[src/rtl/ysyx_22041211_lsu_pkg.sv]
// ysyx_22041211_lsu_pkg: shared FSM states, RV32 funct3 size codes and lane count for the LSU.
package ysyx_22041211_lsu_pkg;
    typedef enum logic [1:0] {IDLE, REQ, WAIT, DONE} lsu_state_e;
    localparam logic [2:0] LB  = 3'b000;
    localparam logic [2:0] LH  = 3'b001;
    localparam logic [2:0] LW  = 3'b010;
    localparam logic [2:0] LBU = 3'b100;
    localparam logic [2:0] LHU = 3'b101;
    localparam int BYTE_LANES = 4;
endpackage

[src/rtl/ysyx_22041211_lsu_align.sv]
// ysyx_22041211_lsu_align: store lane replication/strobes and load shift/extend (pure combinational).
module ysyx_22041211_lsu_align
    import ysyx_22041211_lsu_pkg::*;
#(
    parameter int DATA_LEN = 32
) (
    input  logic [2:0]            i_funct3,
    input  logic [1:0]            i_off,
    input  logic [DATA_LEN-1:0]   i_wdata,
    input  logic [DATA_LEN-1:0]   i_rdata,
    output logic [DATA_LEN-1:0]   o_wdata,
    output logic [BYTE_LANES-1:0] o_wstrb,
    output logic [DATA_LEN-1:0]   o_rdata
);
    logic [DATA_LEN-1:0] w_sh;
    logic                w_b;
    logic                w_h;

    assign w_b  = i_funct3 == LB;
    assign w_h  = i_funct3 == LH;
    assign w_sh = i_rdata >> {i_off, 3'b000};

    // Strobe shifts stay 4 bits wide, so misaligned halfwords lose their upper lane.
    assign o_wdata = w_b ? {BYTE_LANES{i_wdata[7:0]}} :
                     w_h ? {(BYTE_LANES/2){i_wdata[15:0]}} : i_wdata;
    assign o_wstrb = w_b ? 4'b0001 << i_off :
                     w_h ? 4'b0011 << i_off : 4'b1111;

    always_comb begin
        o_rdata = w_sh;
        if (i_funct3 == LB)  o_rdata = {{(DATA_LEN-8){w_sh[7]}}, w_sh[7:0]};
        if (i_funct3 == LH)  o_rdata = {{(DATA_LEN-16){w_sh[15]}}, w_sh[15:0]};
        if (i_funct3 == LBU) o_rdata = {{(DATA_LEN-8){1'b0}}, w_sh[7:0]};
        if (i_funct3 == LHU) o_rdata = {{(DATA_LEN-16){1'b0}}, w_sh[15:0]};
    end
endmodule

[src/rtl/ysyx_22041211_lsu.sv]
// ysyx_22041211_lsu: single-outstanding load/store unit, IDLE->REQ->WAIT->DONE handshake FSM.
// Define YSYX_22041211_MISALIGN_CHECK_EN to fault misaligned H/W accesses instead of issuing them.
module ysyx_22041211_lsu
    import ysyx_22041211_lsu_pkg::*;
#(
    parameter int DATA_LEN = 32,
    parameter int ADDR_LEN = 32
) (
    input  logic                  clk,
    input  logic                  rst,
    input  logic                  in_valid,
    output logic                  in_ready,
    input  logic                  in_is_store,
    input  logic [2:0]            in_funct3,
    input  logic [ADDR_LEN-1:0]   in_addr,
    input  logic [DATA_LEN-1:0]   in_wdata,
    output logic                  mem_req_valid,
    input  logic                  mem_req_ready,
    output logic                  mem_wen,
    output logic [ADDR_LEN-1:0]   mem_addr,
    output logic [DATA_LEN-1:0]   mem_wdata,
    output logic [BYTE_LANES-1:0] mem_wstrb,
    input  logic                  mem_resp_valid,
    input  logic [DATA_LEN-1:0]   mem_rdata,
    output logic                  out_valid,
    input  logic                  out_ready,
    output logic [DATA_LEN-1:0]   out_rdata,
    output logic                  out_err
);
    lsu_state_e            r_state;
    lsu_state_e            w_next;
    logic                  r_is_store;
    logic [2:0]            r_funct3;
    logic [ADDR_LEN-1:0]   r_addr;
    logic [DATA_LEN-1:0]   r_wdata;
    logic [DATA_LEN-1:0]   r_rdata;
    logic                  r_err;
    logic                  w_acc;
    logic                  w_mis;
    logic                  w_req;
    logic [DATA_LEN-1:0]   w_st_data;
    logic [DATA_LEN-1:0]   w_ld_data;
    logic [BYTE_LANES-1:0] w_strb;

`ifdef YSYX_22041211_MISALIGN_CHECK_EN
    assign w_mis = ((in_funct3 == LH || in_funct3 == LHU) && in_addr[0]) ||
                   (in_funct3 == LW && in_addr[1:0] != 2'b00);
`else
    assign w_mis = 1'b0;
`endif

    assign w_acc = in_valid && r_state == IDLE;
    assign w_req = r_state == REQ;

    ysyx_22041211_lsu_align #(.DATA_LEN(DATA_LEN)) u_align (
        .i_funct3 (r_funct3),
        .i_off    (r_addr[1:0]),
        .i_wdata  (r_wdata),
        .i_rdata  (mem_rdata),
        .o_wdata  (w_st_data),
        .o_wstrb  (w_strb),
        .o_rdata  (w_ld_data)
    );

    always_ff @(posedge clk or posedge rst) begin
        if (rst) r_state <= IDLE;
        else     r_state <= w_next;
    end

    always_comb begin
        w_next = r_state;
        case (r_state)
            IDLE:    w_next = in_valid ? (w_mis ? DONE : REQ) : IDLE;
            REQ:     w_next = mem_req_ready ? WAIT : REQ;
            WAIT:    w_next = mem_resp_valid ? DONE : WAIT;
            DONE:    w_next = out_ready ? IDLE : DONE;
            default: w_next = IDLE;
        endcase
    end

    always_ff @(posedge clk or posedge rst) begin
        if (rst) begin
            r_is_store <= 1'b0;
            r_funct3   <= 3'b000;
            r_addr     <= '0;
            r_wdata    <= '0;
            r_rdata    <= '0;
            r_err      <= 1'b0;
        end else begin
            if (w_acc) begin
                r_is_store <= in_is_store;
                r_funct3   <= in_funct3;
                r_addr     <= in_addr;
                r_wdata    <= in_wdata;
                r_rdata    <= '0;
                r_err      <= w_mis;
            end
            if (r_state == WAIT && mem_resp_valid) r_rdata <= r_is_store ? '0 : w_ld_data;
        end
    end

    // in_ready is masked by rst because the async reset already forces IDLE.
    assign in_ready      = r_state == IDLE && !rst;
    assign mem_req_valid = w_req;
    assign mem_wen       = w_req && r_is_store;
    assign mem_addr      = {r_addr[ADDR_LEN-1:2], 2'b00};
    assign mem_wdata     = w_st_data;
    assign mem_wstrb     = w_req && r_is_store ? w_strb : '0;
    assign out_valid     = r_state == DONE;
    assign out_rdata     = r_rdata;
    assign out_err       = r_err;
endmodule

[config.mk]
export PLATFORM = sky130hd
export DESIGN_NAME = ysyx_22041211_lsu
export DESIGN_NICKNAME = d
export VERILOG_FILES = /design/src/rtl/ysyx_22041211_lsu_pkg.sv /design/src/rtl/ysyx_22041211_lsu_align.sv /design/src/rtl/ysyx_22041211_lsu.sv
export SDC_FILE = /design/constraint.sdc
export NUM_CORES = 1
export LEC_CHECK = 0
export CORE_ASPECT_RATIO = 0.7
export CORE_MARGIN = 5
export CORE_UTILIZATION = 40
export CTS_BUF_LIST = sky130_fd_sc_hd__clkbuf_8
export DETAILED_ROUTE_END_ITERATION = 16
export GPL_ROUTABILITY_DRIVEN = 0
export GPL_TIMING_DRIVEN = 1
export HOLD_SLACK_MARGIN = 0.1
export PLACE_DENSITY = 0.87
export RECOVER_POWER = 100
export SYNTH_ARGS = -nofsm -noshare
export SYNTH_HDL_FRONTEND = slang
export SYNTH_SLANG_ARGS = --single-unit
[constraint.sdc]
create_clock -name clk -period 11.58 [get_ports clk]
set_clock_uncertainty 0.1 [all_clocks]
set_input_delay 2.895 -clock clk [delete_from_list [all_inputs] [get_ports clk]]
set_output_delay 2.895 -clock clk [all_outputs]
set_load 0.005 [all_outputs]
Yosys cells after proc, flatten, opt, wreduce, memory -nomap -nowiden
Cells that the tools add are included.
{ "totals": {"register_bits": 102, "inputBits": 106, "out_inout_bits": 105, "elab_cells": 40} }
{ "op_classes": {"n_eq_ne": 6, "n_shift": 3, "muxes": 17, "reduce_logical": 8} }
{ "op_table": {"columns": ["cell", "n"], "rows": [
  ["$mux W32", 9],
  ["$shr A32 B5 Y32", 1],
  ["$mux W4", 3],
  ["$pmux W2 S4", 1],
  ["$eq A3 B3 Y1 const B", 2],
  ["$eq A2 B2 Y1 const B", 2],
  ["$logic_and A1 B1 Y1", 4],
  ["$mux W2", 2],
  ["$shl A1 B2 Y4 const A", 1],
  ["$shl A2 B2 Y4 const A", 1],
  ["$eq A3 B1 Y1 const B", 1],
  ["$logic_not A3 Y1", 1],
  ["$eq A2 B1 Y1 const B", 1],
  ["$logic_not A2 Y1", 1],
  ["$mux W1", 2],
  ["$reduce_bool A2 Y1", 1],
  ["$logic_not A1 Y1", 1]
]} }

Longest topological paths before layout
{ "logic_depth": {"word_depth": 7, "mapped_depth": 7, "depth_no_buf": 5} }

Cells and area by module
Synthesis repeated with hierarchy kept, for this count alone.
{ "hier_totals": {"cells_unflattened": 456, "hier_area_um2": 5424.0} }
{ "modules_own_cells": {"columns": ["mod", "instances", "cells_each", "area_each_um2", "seq_area_each_um2"], "rows": [
  ["ysyx_22041211_lsu", 1, 270, 4106.4, 2552.4],
  ["ysyx_22041211_lsu_align", 1, 186, 1317.5, 0.0]
]} }

Worst setup path before layout
No wires, ideal clock.
{ "synth_path": {"path_kind": "input -> output", "startpoint": "input port rst", "endpoint": "output port in_ready", "arrival_ns": 3.055, "t_required_ns": 8.585, "path_slack_ns": 5.530, "stages": 1, "n_path_buf": 0, "cell_sequence": "nor3_1"} }
{ "synth_between": {"elab_chain_len": 2} }
{ "synth_rtl": {"columns": ["element", "line", "rtl"], "rows": [
  ["start: declaration", "ysyx_22041211_lsu.sv:10", "input logic rst,"],
  ["$logic_not A1 Y1", "ysyx_22041211_lsu.sv:103", "assign in_ready = r_state == IDLE && !rst;"],
  ["$logic_and A1 B1 Y1", "ysyx_22041211_lsu.sv:103", null],
  ["end: declaration", "ysyx_22041211_lsu.sv:12", "output logic in_ready,"]
]} }
Every way passes these cells.

==> qor.csv <==
stage,metric,value,unit
flow_run,max-cap viol count,4,
global_routing,initial antenna violation count,0,
clock_tree,number of buffers created by CTS,9,
power,maximum vdd drop,0.000141,V
logic_synthesis,syn avg cell area,12.2,um2
finish,nets,687,
floorplan,core footprint,12500,um2
detailed_routing,via count,3959,
floorplan,Die Width,146,um
finish,Area Growth Syn to Fin,39.6,%
timing,Period minus WS final,7.24,ns
clock_tree,clock-pin slew on the worst setup and hold paths,0.10,ns
detailed_routing,Routed WL per cell,19.7,um
placed_design,Post-Place Cell Area,7020,um2
clock_tree,PostCTS Resize Cnt,0,
clock_tree,H-tree depth,3,
logic_synthesis,Syn Std Cell Area,5140,um2
clock_tree,CTS tree,built,
placed_design,"worst slack, placed",4.54,ns
placed_design,placed cell count,728,
timing,final hold violations,0,
clock_tree,setup repair bufs after CTS,0,
placed_design,PortBufs,207,
detailed_routing,DR iter-0 viols,221,
logic_synthesis,post-synth cell types,35,
critical_path,Worst Setup Start Kind,primary input,
run_status,failing checks,"capacitance limit, slew limit",
critical_path,FF-to-FF Start,r_state[1]$_DFF_PP0_,
finish,Non-Filler Instances,743,
timing,Post-Route Setup TNS,0,ns
timing,period utilisation layout,0.625,
finish,ANT cells,0,
detailed_routing,DRC,0,
critical_path,critical path arrival,6.96,ns
timing,RSZ-0062 raised after global routing,false,
clock_tree,Hold Buf Count CTS,0,
global_routing,vias in the first global route,4376,
min_path,hold wc startpoint,out_rdata[0]$_DFFE_PP0P_,
detailed_routing,routed vias/inst,5.33,
floorplan,row count,34,
clock_tree,clk buf depth,2,
power,leakage,3.12,nW
power,P per Cell Area,251,nW/um2
critical_path,Crit Path Max Fanout,56,
logic_synthesis,yosys warns,0,
floorplan,die area,15300,um2
finish,cell area after layout,7180,um2
detailed_routing,Routed Antenna Nets,0,
global_routing,first-pass GRT wire length,23.7,mm
clock_tree,"Clk Latency, worst-skew pair",0.36,ns
global_routing,total global routing overflow,0,
finish,Filler Cell Count,1028,
finish,share of cells above drive strength 1,0.203,
min_path,Worst Hold Class,reg2reg,
run_status,outcome,finished with violations,
logic_synthesis,"flops & latches, synth",102,
timing,Rel. slew slack,-0.995,
critical_path,Setup crit end kind,asynchronous set/reset pin,
clock_tree,CTS root buf,clkbuf_8,
logic_synthesis,"Seq/Total Area, Yosys",0.496,
global_routing,pin count of the biggest net entering global routing,57,
timing,max-slew violation count,185,
global_routing,GRT Total Usage,0.192,
clock_tree,Sink Count,102,
timing,Fmax,138,MHz
critical_path,Critical path origin,rst,
detailed_routing,final wirelength,14.7,mm
critical_path,Setup CP Type,in2async,
floorplan,# IOs,211,
logic_synthesis,Mapped Cells,423,
timing,worst-margin pin slew,2.99,ns
timing,final worst slack,4.34,ns
floorplan,Initial Utilization,0.411,
detailed_routing,DRT Pass-1 Iters,4,
placed_design,hpwl dp,11.0,mm
floorplan,die height,105,um
critical_path,Crit path required time,11.30,ns
timing,Final setup viols,0,
layout make-up:
cell class	count	area, um2	share of cell area
clock inverters	6	63.8	0.00889
clock buffers	9	124	0.0173
flip-flops and latches	102	2550	0.356
repair buffers	212	2090	0.292
inverters	7	27.5	0.00384
multi-input cells	245	2110	0.294
well taps	162	203	0.0282
final timing paths:
path	slack, ns	cells after the start	endpoint
setup / recovery	4.34	3	r_wdata[17]$_DFFE_PP0P_
hold / removal	0.40	2	out_rdata[0]$_DFFE_PP0P_
setup reg to reg	8.29	3	r_wdata[16]$_DFFE_PP0P_
hold reg to reg	0.40	2	out_rdata[0]$_DFFE_PP0P_
max in group clk	4.39	3	in_ready
min in group asynchronous	3.47	2	out_rdata[29]$_DFFE_PP0P_
routing by layer:
layer | up-vias | part of all wire | global-route usage | routed length, um
met1 | 1982 | 0.42 | 0.234 | 6100
met4 | 0 | 0.014 | 0.0526 | 210
met2 | 187 | 0.48 | 0.319 | 7020
met5 | - | 0 | 0 | 0
li1 | 1771 | - | - | -
met3 | 19 | 0.090 | 0.0770 | 1320
critical path, stage by stage:
cell           delay, ns
dlygate4sd3_1       0.57
clkinvlp_2          1.22
clkbuf_1            2.19
registers in the layout, summed over array words and instances (netlist names):
name	flops
r_state	2
out_rdata	32
r_is_store	1
r_funct3	3
r_wdata	32
r_addr	32
through the flow:
step | total power, mW | utilization | hold WS [ns]
2_1_floorplan | 1.22 | - | 0.373
3_3_place_gp | 1.63 | 0.561 | 0.370
3_5_place_dp | 1.67 | 0.561 | 0.386
4_1_cts | 1.90 | 0.576 | 0.407
5_1_grt | 1.93 | 0.574 | 0.427
6_report | 1.80 | 0.574 | 0.401
synthesized netlist by cell type:
master | count | area, um2
a211oi_1 | 1 | 7.51
a21oi_1 | 26 | 130
a221o_1 | 6 | 60.1
a221o_2 | 10 | 113
a22o_1 | 9 | 78.8
a311oi_4 | 1 | 26.3
a31oi_1 | 2 | 12.5
and2_0 | 1 | 6.26
and3_1 | 1 | 6.26
buf_2 | 13 | 65.1
buf_4 | 43 | 323
buf_6 | 2 | 22.5
clkbuf_1 | 13 | 48.8
conb_1 | 1 | 3.75
dfrtp_1 | 102 | 2550
ha_1 | 4 | 50.1
inv_1 | 7 | 26.3
mux2_2 | 89 | 1000
mux2i_1 | 26 | 260
mux4_2 | 1 | 22.5
nand2_1 | 13 | 48.8
nand2b_1 | 3 | 18.8
nand3_1 | 1 | 5.00
nand4bb_1 | 1 | 11.3
nor2_1 | 17 | 63.8
nor2b_1 | 1 | 6.26
nor3_1 | 2 | 10.0
nor3b_1 | 1 | 7.51
nor4bb_1 | 1 | 10.0
o21a_1 | 1 | 7.51
o21ai_0 | 19 | 95.1
o221ai_1 | 1 | 8.76
or2_2 | 2 | 12.5
or3_4 | 1 | 11.3
xor2_1 | 1 | 8.76
cells in the final DEF (no fill, tap or decap), drive strengths merged, types with 2 or more instances in the layout:
master,n
o21ai,19
dlygate4sd3,103
conb,3
nor2,17
ha,4
clkinv,2
a22o,9
mux2i,26
or2,2
dfrtp,102
a221o,16
clkdlybuf4s50,104
clkinvlp,2
inv,8
a21oi,26
nor3,2
clkbuf,13
nand2b,3
nand2,13
a31oi,2
mux2,89
kinds of logic (layout without fill, tap and decap cells):
| group | count (synthesis) | count (layout) | synth area share |
|---|---|---|---|
| fa+ha+maj | 4 | 4 | 0.00973 |
| compound gates | 76 | 76 | 0.105 |
| mux | 116 | 116 | 0.250 |
| flops | 102 | 102 | 0.496 |
| xor+xnor | 1 | 1 | 0.00170 |
| buf+inv | 78 | 234 | 0.0944 |
| simple gates | 45 | 45 | 0.0423 |
| other cells | 1 | 3 | 0.000729 |
power breakdown:
| part | switching (mW) | internal, mW | leakage [nW] |
|---|---|---|---|
| registers | 0.146 | 0.520 | 1.26 |
| clock network | 0.126 | 0.0990 | 0.0969 |
| logic | 0.358 | 0.553 | 1.76 |
| total | 0.630 | 1.17 | 3.12 |
(Power assumes the default switching activity.)
